$ cat config.mk
export PLATFORM = sky130hd
export DESIGN_NAME = tx_iq_mc_intf
export DESIGN_NICKNAME = d
export VERILOG_FILES = /design/src/rtl/tx_iq_mc_intf.sv
export SDC_FILE = /design/constraint.sdc
export NUM_CORES = 2
export LEC_CHECK = 0
export CAP_MARGIN = 20
export CELL_PAD_IN_SITES_DETAIL_PLACEMENT = 2
export CELL_PAD_IN_SITES_GLOBAL_PLACEMENT = 2
export CORE_ASPECT_RATIO = 1.1
export CORE_MARGIN = 5
export CORE_UTILIZATION = 37
export CTS_BUF_LIST = sky130_fd_sc_hd__clkbuf_4 sky130_fd_sc_hd__clkbuf_8 sky130_fd_sc_hd__clkbuf_16
export DETAILED_ROUTE_END_ITERATION = 10
export PLACE_DENSITY_LB_ADDON = 0.2
export REMOVE_ABC_BUFFERS = 1
export SKIP_LAST_GASP = 1
export SLEW_MARGIN = 20
export SYNTH_ARGS = -nofsm -noshare
export SYNTH_HDL_FRONTEND = slang
export SYNTH_SLANG_ARGS = --single-unit
$ cat constraint.sdc
create_clock -name clk -period 5.5 [get_ports clk]
set_input_delay 0.825 -clock clk [delete_from_list [all_inputs] [get_ports clk]]
set_output_delay 0.825 -clock clk [all_outputs]
set_load 0.01 [all_outputs]
$ cat src/rtl/tx_iq_mc_intf.sv
// -----------------------------------------------------------------------------
// tx_iq_mc_intf
//
// Multi-channel TX IQ interface. Per-channel I/Q samples are scaled by a
// signed per-channel gain, buffered in a first-word-fall-through FIFO and
// presented to the downstream consumer. Alternatively the consumer is fed
// straight from an upstream s_axis-style source. A loopback tap selects
// either the s_axis data or the raw RF input.
//
// Optional build macro:
//   TX_IQ_GAIN_SAT_EN  - when defined, each scaled sample saturates to the
//                        signed IQ_DATA_WIDTH range; otherwise it wraps
//                        (plain bit-slice of the shifted product).
//
// Packing: channel n occupies {q,i} at bit offset n*2*IQ_DATA_WIDTH,
//          channel 0 at the LSB, I in the lower half.
//
// Ports:
//   clk                  single clock
//   rst                  asynchronous active-high reset
//   rf_iq / rf_iq_valid  signed packed RF samples and their strobe
//   bb_gain              signed gain per channel (NUM_CH x GAIN_WIDTH)
//   src_sel              0 = gain path through FIFO, 1 = s_axis passthrough
//   loopback_sel         0 = loop back s_axis data, 1 = loop back rf_iq
//   cnt_clr              synchronous clear of underrun/overflow counters
//   data_from_s_axis     upstream packed data
//   emptyn_from_s_axis   upstream data available
//   ask_data_from_s_axis upstream read request
//   wifi_iq_pack/_valid  downstream data and valid
//   wifi_iq_ready        downstream ready (pops the FIFO)
//   data_loopback/_valid loopback tap
//   tx_iq_fifo_empty/_full, fifo_level  FIFO status
//   underrun_cnt         cycles the consumer wanted data from an empty FIFO
//   overflow_cnt         gain-path words dropped on a full FIFO
// -----------------------------------------------------------------------------
module tx_iq_mc_intf #(
  parameter  int NUM_CH        = 2,
  parameter  int IQ_DATA_WIDTH = 16,
  parameter  int GAIN_WIDTH    = 10,
  parameter  int GAIN_SHIFT    = 7,
  parameter  int FIFO_AW       = 5,
  localparam int PACK_W        = NUM_CH * 2 * IQ_DATA_WIDTH
) (
  input  logic                         clk,
  input  logic                         rst,

  input  logic [PACK_W-1:0]            rf_iq,
  input  logic                         rf_iq_valid,
  input  logic [NUM_CH*GAIN_WIDTH-1:0] bb_gain,

  input  logic                         src_sel,
  input  logic                         loopback_sel,
  input  logic                         cnt_clr,

  input  logic [PACK_W-1:0]            data_from_s_axis,
  input  logic                         emptyn_from_s_axis,
  output logic                         ask_data_from_s_axis,

  output logic [PACK_W-1:0]            wifi_iq_pack,
  output logic                         wifi_iq_valid,
  input  logic                         wifi_iq_ready,

  output logic [PACK_W-1:0]            data_loopback,
  output logic                         data_loopback_valid,

  output logic                         tx_iq_fifo_empty,
  output logic                         tx_iq_fifo_full,
  output logic [FIFO_AW:0]             fifo_level,
  output logic [15:0]                  underrun_cnt,
  output logic [15:0]                  overflow_cnt
);

  localparam int PROD_W = GAIN_WIDTH + IQ_DATA_WIDTH;
  localparam int DEPTH  = 1 << FIFO_AW;

  localparam logic [FIFO_AW:0]   LVL_FULL = (FIFO_AW+1)'(DEPTH);
  localparam logic [FIFO_AW:0]   LVL_ONE  = (FIFO_AW+1)'(1);
  localparam logic [FIFO_AW-1:0] PTR_ONE  = FIFO_AW'(1);
  localparam logic [15:0]        CNT_MAX  = 16'hFFFF;

  // ---------------------------------------------------------------------------
  // Sample scaling: shift the full product right by GAIN_SHIFT, then either
  // clamp to the signed sample range or keep the low IQ_DATA_WIDTH bits.
  // ---------------------------------------------------------------------------
`ifdef TX_IQ_GAIN_SAT_EN
  localparam logic signed [PROD_W-1:0] SAT_MAX =
    {{(GAIN_WIDTH+1){1'b0}}, {(IQ_DATA_WIDTH-1){1'b1}}};
  localparam logic signed [PROD_W-1:0] SAT_MIN =
    {{(GAIN_WIDTH+1){1'b1}}, {(IQ_DATA_WIDTH-1){1'b0}}};

  function automatic logic [IQ_DATA_WIDTH-1:0] scale_sample(
    input logic signed [PROD_W-1:0] prod
  );
    logic signed [PROD_W-1:0] shifted;
    shifted = prod >>> GAIN_SHIFT;
    if (shifted > SAT_MAX)
      scale_sample = SAT_MAX[IQ_DATA_WIDTH-1:0];
    else if (shifted < SAT_MIN)
      scale_sample = SAT_MIN[IQ_DATA_WIDTH-1:0];
    else
      scale_sample = shifted[IQ_DATA_WIDTH-1:0];
  endfunction
`else
  // Truncating the shifted product is the same as slicing
  // prod[GAIN_SHIFT+IQ_DATA_WIDTH-1:GAIN_SHIFT]; out-of-range values wrap.
  function automatic logic [IQ_DATA_WIDTH-1:0] scale_sample(
    input logic signed [PROD_W-1:0] prod
  );
    scale_sample = IQ_DATA_WIDTH'(prod >>> GAIN_SHIFT);
  endfunction
`endif

  // ---------------------------------------------------------------------------
  // Stage 1: registered per-channel products and FIFO write request.
  // ---------------------------------------------------------------------------
  logic signed [PROD_W-1:0] prod_i [NUM_CH];
  logic signed [PROD_W-1:0] prod_q [NUM_CH];
  logic                     wr_en;

  // NOTE: clocked state uses non-blocking assignments so every register
  // samples the pre-edge values regardless of statement order.
  always_ff @(posedge clk or posedge rst) begin
    if (rst) begin
      for (int n = 0; n < NUM_CH; n++) begin
        prod_i[n] <= '0;
        prod_q[n] <= '0;
      end
      wr_en <= 1'b0;
    end else begin
      for (int n = 0; n < NUM_CH; n++) begin
        // Sign-extend both operands to the product width before multiplying.
        prod_i[n] <= PROD_W'($signed(rf_iq[n*2*IQ_DATA_WIDTH +: IQ_DATA_WIDTH]))
                   * PROD_W'($signed(bb_gain[n*GAIN_WIDTH +: GAIN_WIDTH]));
        prod_q[n] <= PROD_W'($signed(rf_iq[n*2*IQ_DATA_WIDTH+IQ_DATA_WIDTH +: IQ_DATA_WIDTH]))
                   * PROD_W'($signed(bb_gain[n*GAIN_WIDTH +: GAIN_WIDTH]));
      end
      wr_en <= rf_iq_valid & ~src_sel;
    end
  end

  logic [PACK_W-1:0] fifo_din;

  // NOTE: every always_comb output gets a default first so no path leaves it
  // unassigned, which would otherwise infer a latch.
  always_comb begin
    fifo_din = '0;
    for (int n = 0; n < NUM_CH; n++) begin
      fifo_din[n*2*IQ_DATA_WIDTH                 +: IQ_DATA_WIDTH] = scale_sample(prod_i[n]);
      fifo_din[n*2*IQ_DATA_WIDTH + IQ_DATA_WIDTH +: IQ_DATA_WIDTH] = scale_sample(prod_q[n]);
    end
  end

  // ---------------------------------------------------------------------------
  // Source-switch detector: a one-cycle flush on every src_sel edge empties
  // the FIFO so stale gain-path words never follow a passthrough period.
  // ---------------------------------------------------------------------------
  logic s0, s1, flush;

  always_ff @(posedge clk or posedge rst) begin
    if (rst) begin
      s0 <= 1'b0;
      s1 <= 1'b0;
    end else begin
      s0 <= src_sel;
      s1 <= s0;
    end
  end

  assign flush = s0 ^ s1;

  // ---------------------------------------------------------------------------
  // First-word-fall-through FIFO
  // ---------------------------------------------------------------------------
  logic [PACK_W-1:0]  mem [DEPTH];
  logic [FIFO_AW-1:0] wr_ptr, rd_ptr;
  logic [FIFO_AW:0]   level;
  logic               fifo_empty, fifo_full;
  logic               rden, wr_accept, wr_drop, underrun_evt;

  assign fifo_empty = (level == '0);
  assign fifo_full  = (level == LVL_FULL);

  // A read is only honoured when a word is present, so a write into an empty
  // FIFO in the same cycle is stored and not immediately consumed.
  assign rden = ~src_sel & wifi_iq_ready & ~fifo_empty;

  // A full FIFO still accepts a write when the same cycle frees a slot.
  // Writes landing in a flush cycle are discarded without being counted.
  assign wr_accept    = wr_en & ~flush & (~fifo_full | rden);
  assign wr_drop      = wr_en & ~flush &  fifo_full & ~rden;
  assign underrun_evt = ~src_sel & wifi_iq_ready & fifo_empty;

  always_ff @(posedge clk or posedge rst) begin
    if (rst) begin
      wr_ptr <= '0;
      rd_ptr <= '0;
      level  <= '0;
    end else if (flush) begin
      wr_ptr <= '0;
      rd_ptr <= '0;
      level  <= '0;
    end else begin
      if (wr_accept) wr_ptr <= wr_ptr + PTR_ONE;
      if (rden)      rd_ptr <= rd_ptr + PTR_ONE;
      case ({wr_accept, rden})
        2'b10:   level <= level + LVL_ONE;
        2'b01:   level <= level - LVL_ONE;
        default: level <= level;
      endcase
    end
  end

  // NOTE: the storage array has no reset; its contents are only observable
  // through the level-qualified head word, so clearing it would buy nothing.
  always_ff @(posedge clk) begin
    if (wr_accept) mem[wr_ptr] <= fifo_din;
  end

  // ---------------------------------------------------------------------------
  // Saturating event counters (clear wins over increment)
  // ---------------------------------------------------------------------------
  always_ff @(posedge clk or posedge rst) begin
    if (rst) begin
      underrun_cnt <= '0;
      overflow_cnt <= '0;
    end else if (cnt_clr) begin
      underrun_cnt <= '0;
      overflow_cnt <= '0;
    end else begin
      if (underrun_evt && underrun_cnt != CNT_MAX) underrun_cnt <= underrun_cnt + 16'd1;
      if (wr_drop      && overflow_cnt != CNT_MAX) overflow_cnt <= overflow_cnt + 16'd1;
    end
  end

  // ---------------------------------------------------------------------------
  // Output selection (combinational)
  // ---------------------------------------------------------------------------
  always_comb begin
    wifi_iq_pack         = '0;
    wifi_iq_valid        = 1'b0;
    ask_data_from_s_axis = 1'b0;
    if (src_sel) begin
      wifi_iq_pack         = data_from_s_axis;
      wifi_iq_valid        = emptyn_from_s_axis;
      ask_data_from_s_axis = wifi_iq_ready;
    end else begin
      // The gain path always claims valid; an empty FIFO presents zeros.
      wifi_iq_valid = 1'b1;
      if (!fifo_empty) wifi_iq_pack = mem[rd_ptr];
    end
  end

  assign data_loopback       = loopback_sel ? rf_iq       : data_from_s_axis;
  assign data_loopback_valid = loopback_sel ? rf_iq_valid : emptyn_from_s_axis;

  assign tx_iq_fifo_empty = fifo_empty;
  assign tx_iq_fifo_full  = fifo_full;
  assign fifo_level       = level;

endmodule

==> out/qor.yml <==
first_iter_violations: 5264
postLayoutCellArea_sq_um: 124000
worst_clock_skew_ns: 0.0483
routed-via-count: 57800
cts_num_sinks: 2163
switching_share_pct: 33.2
post-route-drc-count: 0
finalWirelength_microns: 345000
combinational_share_of_power_pct: 35.4
grt_max_degree: 85
htree_num_levels: 4
yosys_register_bits: 2163
critPathCaptureType: "register"
hold_viol: 0
power.share.clock_pct: 26.2
maximum_root_to_sink_buffer_count: 3
ys_dominant_reg_cell: "sky130_fd_sc_hd__edfxtp_1"
clock-root-buffer: "sky130_fd_sc_hd__clkbuf_16"
data_arrival_time_of_the_critical_path_ns: 6.19
outcome: "completed"
start_util_pct: 37.2
data_required_time_of_the_critical_path_ns: 6.25
post_synth_arst_share_pct: 5.32
yosys_warnings: 0
criticalPathCategory: "input pin to register"
p_per_area_nw_per_um2: 487
floorplan.die_area_sq_um: 291000
cts_tree: "yes"
cts_hold_repair.buffers: 0
number_of_global_route_vias_before_repair: 65400
power_leakage_nw: 43.9
finalSetupViolations: 0
synth.cell_area_sq_um: 104000
syn_inst: 5900
power.internal_mw: 40.4
share_seq_of_total_power_pct: 38.4
place.port_buffers: 326
filler_cell_count: 26100
drv_slew: 0
min_period_ns: 5.44
synth_largest_area_cell: "sky130_fd_sc_hd__edfxtp_1"
detailedRoute.firstPassIterationCount: 5
layout.cells.most_common_list: "2048 x sky130_fd_sc_hd__edfxtp_1, 653 x sky130_fd_sc_hd__inv_1, 640 x sky130_fd_sc_hd__mux4_2"
ir_drop_uv: 359
synth_sequential_area_ratio_pct: 62.2
flow.area_growth_from_synthesis_pct: 20.2
clkTransAtPathRegs_ns: 0.07
routed_via_density: 5.44
die-width_microns: 514
synth_enable_flop_cells: 2048
y_dimension_of_the_die_microns: 565
detailed_place_hpwl_microns: 215000
postPlaceCellArea_sq_um: 116000
ys_top_cells_by_area: "sky130_fd_sc_hd__edfxtp_1 59%, sky130_fd_sc_hd__mux4_2 14%, sky130_fd_sc_hd__fa_1 9.5%"
worstHoldPathType: "input pin to async pin"
hold_ws_ns: 0.465
track_usage_pct: 23.9
power_switching_mw: 20.1
pin_count: 327
grt_overflow_total: 0
clk_latency_ns: 0.88
final_layout_size_suffix_gt1_share_pct: 26.5
critical_path_peak_fanout: 4
place.gp.congestion: 0.756
fin_crit_sh_pct: 98.9
setup_total_negative_slack_ns: 0
most_common_cell_after_layout_fill_and_taps_aside: "sky130_fd_sc_hd__edfxtp_1"
critPathLaunchType: "input pin"
achievable-frequency_mhz: 184
tritoncts.num_buffers: 221
worst_slew_margin_rel_pct: 23.2
worst_pin_slew_ns: 1.15
route.antenna.remaining_nets: 0
final_core_util_pct: 44.7
placementRows: 203
drv.max_cap_violation_count: 0
synth.top_cell.area_share_pct: 59.4
initial_antenna_violation_count: 18
yosysUniqueCellTypes: 59
detail_route.wl_per_cell_microns: 32.5
total_design_power_mw: 60.5
fin_nets: 7609
grt_pass1_wl_microns: 499000
core-area_sq_um: 278000
synthesized_area_divided_by_synthesized_cell_count_sq_um: 17.5
[critical path, stage by stage]
cell	delay, ns
sky130_fd_sc_hd__dlygate4sd2_1	0.28
sky130_fd_sc_hd__buf_4	0.17
sky130_fd_sc_hd__and2_1	0.17
sky130_fd_sc_hd__fa_1	0.50
sky130_fd_sc_hd__fa_1	0.56
sky130_fd_sc_hd__fa_1	0.44
sky130_fd_sc_hd__fa_1	0.51
sky130_fd_sc_hd__inv_2	0.04
sky130_fd_sc_hd__fa_1	0.50
sky130_fd_sc_hd__inv_2	0.05
sky130_fd_sc_hd__ha_4	0.21
sky130_fd_sc_hd__and3_4	0.20
sky130_fd_sc_hd__and3_4	0.20
sky130_fd_sc_hd__a2111oi_4	0.23
sky130_fd_sc_hd__nand2_2	0.19
sky130_fd_sc_hd__o221a_4	0.30
sky130_fd_sc_hd__a41o_1	0.24
sky130_fd_sc_hd__or4_1	0.44
sky130_fd_sc_hd__o311ai_2	0.11
[layer usage]
metal  share of wire (%)  vias to the layer above  global-route usage (%)
met5                   0                        -                       0
met4                 2.4                        0                    4.87
met3                 4.5                      421                    2.53
met2                  53                     1742                    43.1
met1                  40                    32200                    31.4
li1                    -                    23500                       -
[layout make-up]
class / count / area [sq um] / area share [%]
flip-flops and latches: 2163 / 64400 / 51.8
multi-input cells: 2775 / 36200 / 29.1
repair buffers: 918 / 9150 / 7.35
clock buffers: 283 / 6120 / 4.92
well taps: 3690 / 4620 / 3.71
inverters: 662 / 2490 / 2.00
clock inverters: 132 / 1470 / 1.18
diodes: 7 / 17.5 / 0.0141
[power groups by stage]
stage	clock network [mW]	logic, mW	registers, mW
2_1_floorplan	0	11.0	22.8
3_3_place_gp	0	19.5	23.3
3_5_place_dp	0	20.2	23.7
4_1_cts	16.1	21.2	23.4
5_1_grt	17.0	23.5	23.5
6_report	15.8	21.5	23.3
[logic make-up (layout without fill, tap and decap cells)]
logic type	count (synthesis)	count (layout)	synth area share, %
fa+ha+maj	712	712	12.2
buf+inv	962	1995	3.56
simple gates	961	961	4.50
compound gates	185	185	1.08
mux	774	774	15.3
other cells	0	7	0
flops	2163	2163	62.2
xor+xnor	143	143	1.22
[flip-flops by register name, summed over array words and instances, names as in the netlist, 5 cells and up]
| signal | cells |
|---|---|
| mem | 2048 |
| fifo_din | 64 |
| overflow_cnt | 16 |
| underrun_cnt | 16 |
| fifo_level | 6 |
| rd_ptr | 5 |
| wr_ptr | 5 |
[stage by stage]
stage | std cells | setup slack (ns)
floorplan | 5600 | -16.42
global placement | 10200 | -1.16
detailed placement | 10200 | -1.30
CTS | 10600 | 0.00110
global route | 10600 | -0.0380
finish | 10600 | 0.0583
[Yosys cell counts, types with 19 or more instances]
library cell and n:
sky130_fd_sc_hd__ha_1 219, sky130_fd_sc_hd__o21ai_0 89, sky130_fd_sc_hd__a21oi_1 47, sky130_fd_sc_hd__mux4_2 640
sky130_fd_sc_hd__xnor2_1 100, sky130_fd_sc_hd__fa_1 493, sky130_fd_sc_hd__buf_1 20, sky130_fd_sc_hd__nor2b_1 53
sky130_fd_sc_hd__nand4_1 20, sky130_fd_sc_hd__mux2i_1 68, sky130_fd_sc_hd__nand2_1 439, sky130_fd_sc_hd__inv_1 662
sky130_fd_sc_hd__and2_1 230, sky130_fd_sc_hd__nand2b_1 25, sky130_fd_sc_hd__xor2_1 42, sky130_fd_sc_hd__buf_2 54
sky130_fd_sc_hd__nand3_1 19, sky130_fd_sc_hd__nor2_1 110, sky130_fd_sc_hd__clkbuf_1 224, sky130_fd_sc_hd__mux2_2 66
sky130_fd_sc_hd__dfrtp_1 115, sky130_fd_sc_hd__edfxtp_1 2048
[final timing paths]
path | from | to | slack [ns] | depth (start not counted)
max | rf_iq[4] | fifo_din[14]$_DFF_PP0_ | 0.06 | 19
min | rst | fifo_din[41]$_DFF_PP0_ | 0.47 | 2
max reg2reg | s1$_DFF_PP0_ | mem[27][50]$_DFFE_PP_ | 1.28 | 6
min reg2reg | s0$_DFF_PP0_ | s1$_DFF_PP0_ | 0.47 | 0
max in group asynchronous | rst | overflow_cnt[0]$_DFFE_PP0P_ | 3.88 | 3
min in group clk | s0$_DFF_PP0_ | s1$_DFF_PP0_ | 0.47 | 0
[repair_timing]
| item | 4_1_cts | 5_1_grt |
|---|---|---|
| gates resized for setup | 77 | 96 |
| pin swaps | 27 | 28 |
| endpoints found under the setup margin | 37 | 37 |
| setup buffers | 16 | 13 |
| gates cloned | 0 | 3 |
Note: power is estimated with default switching activity, not from simulation.
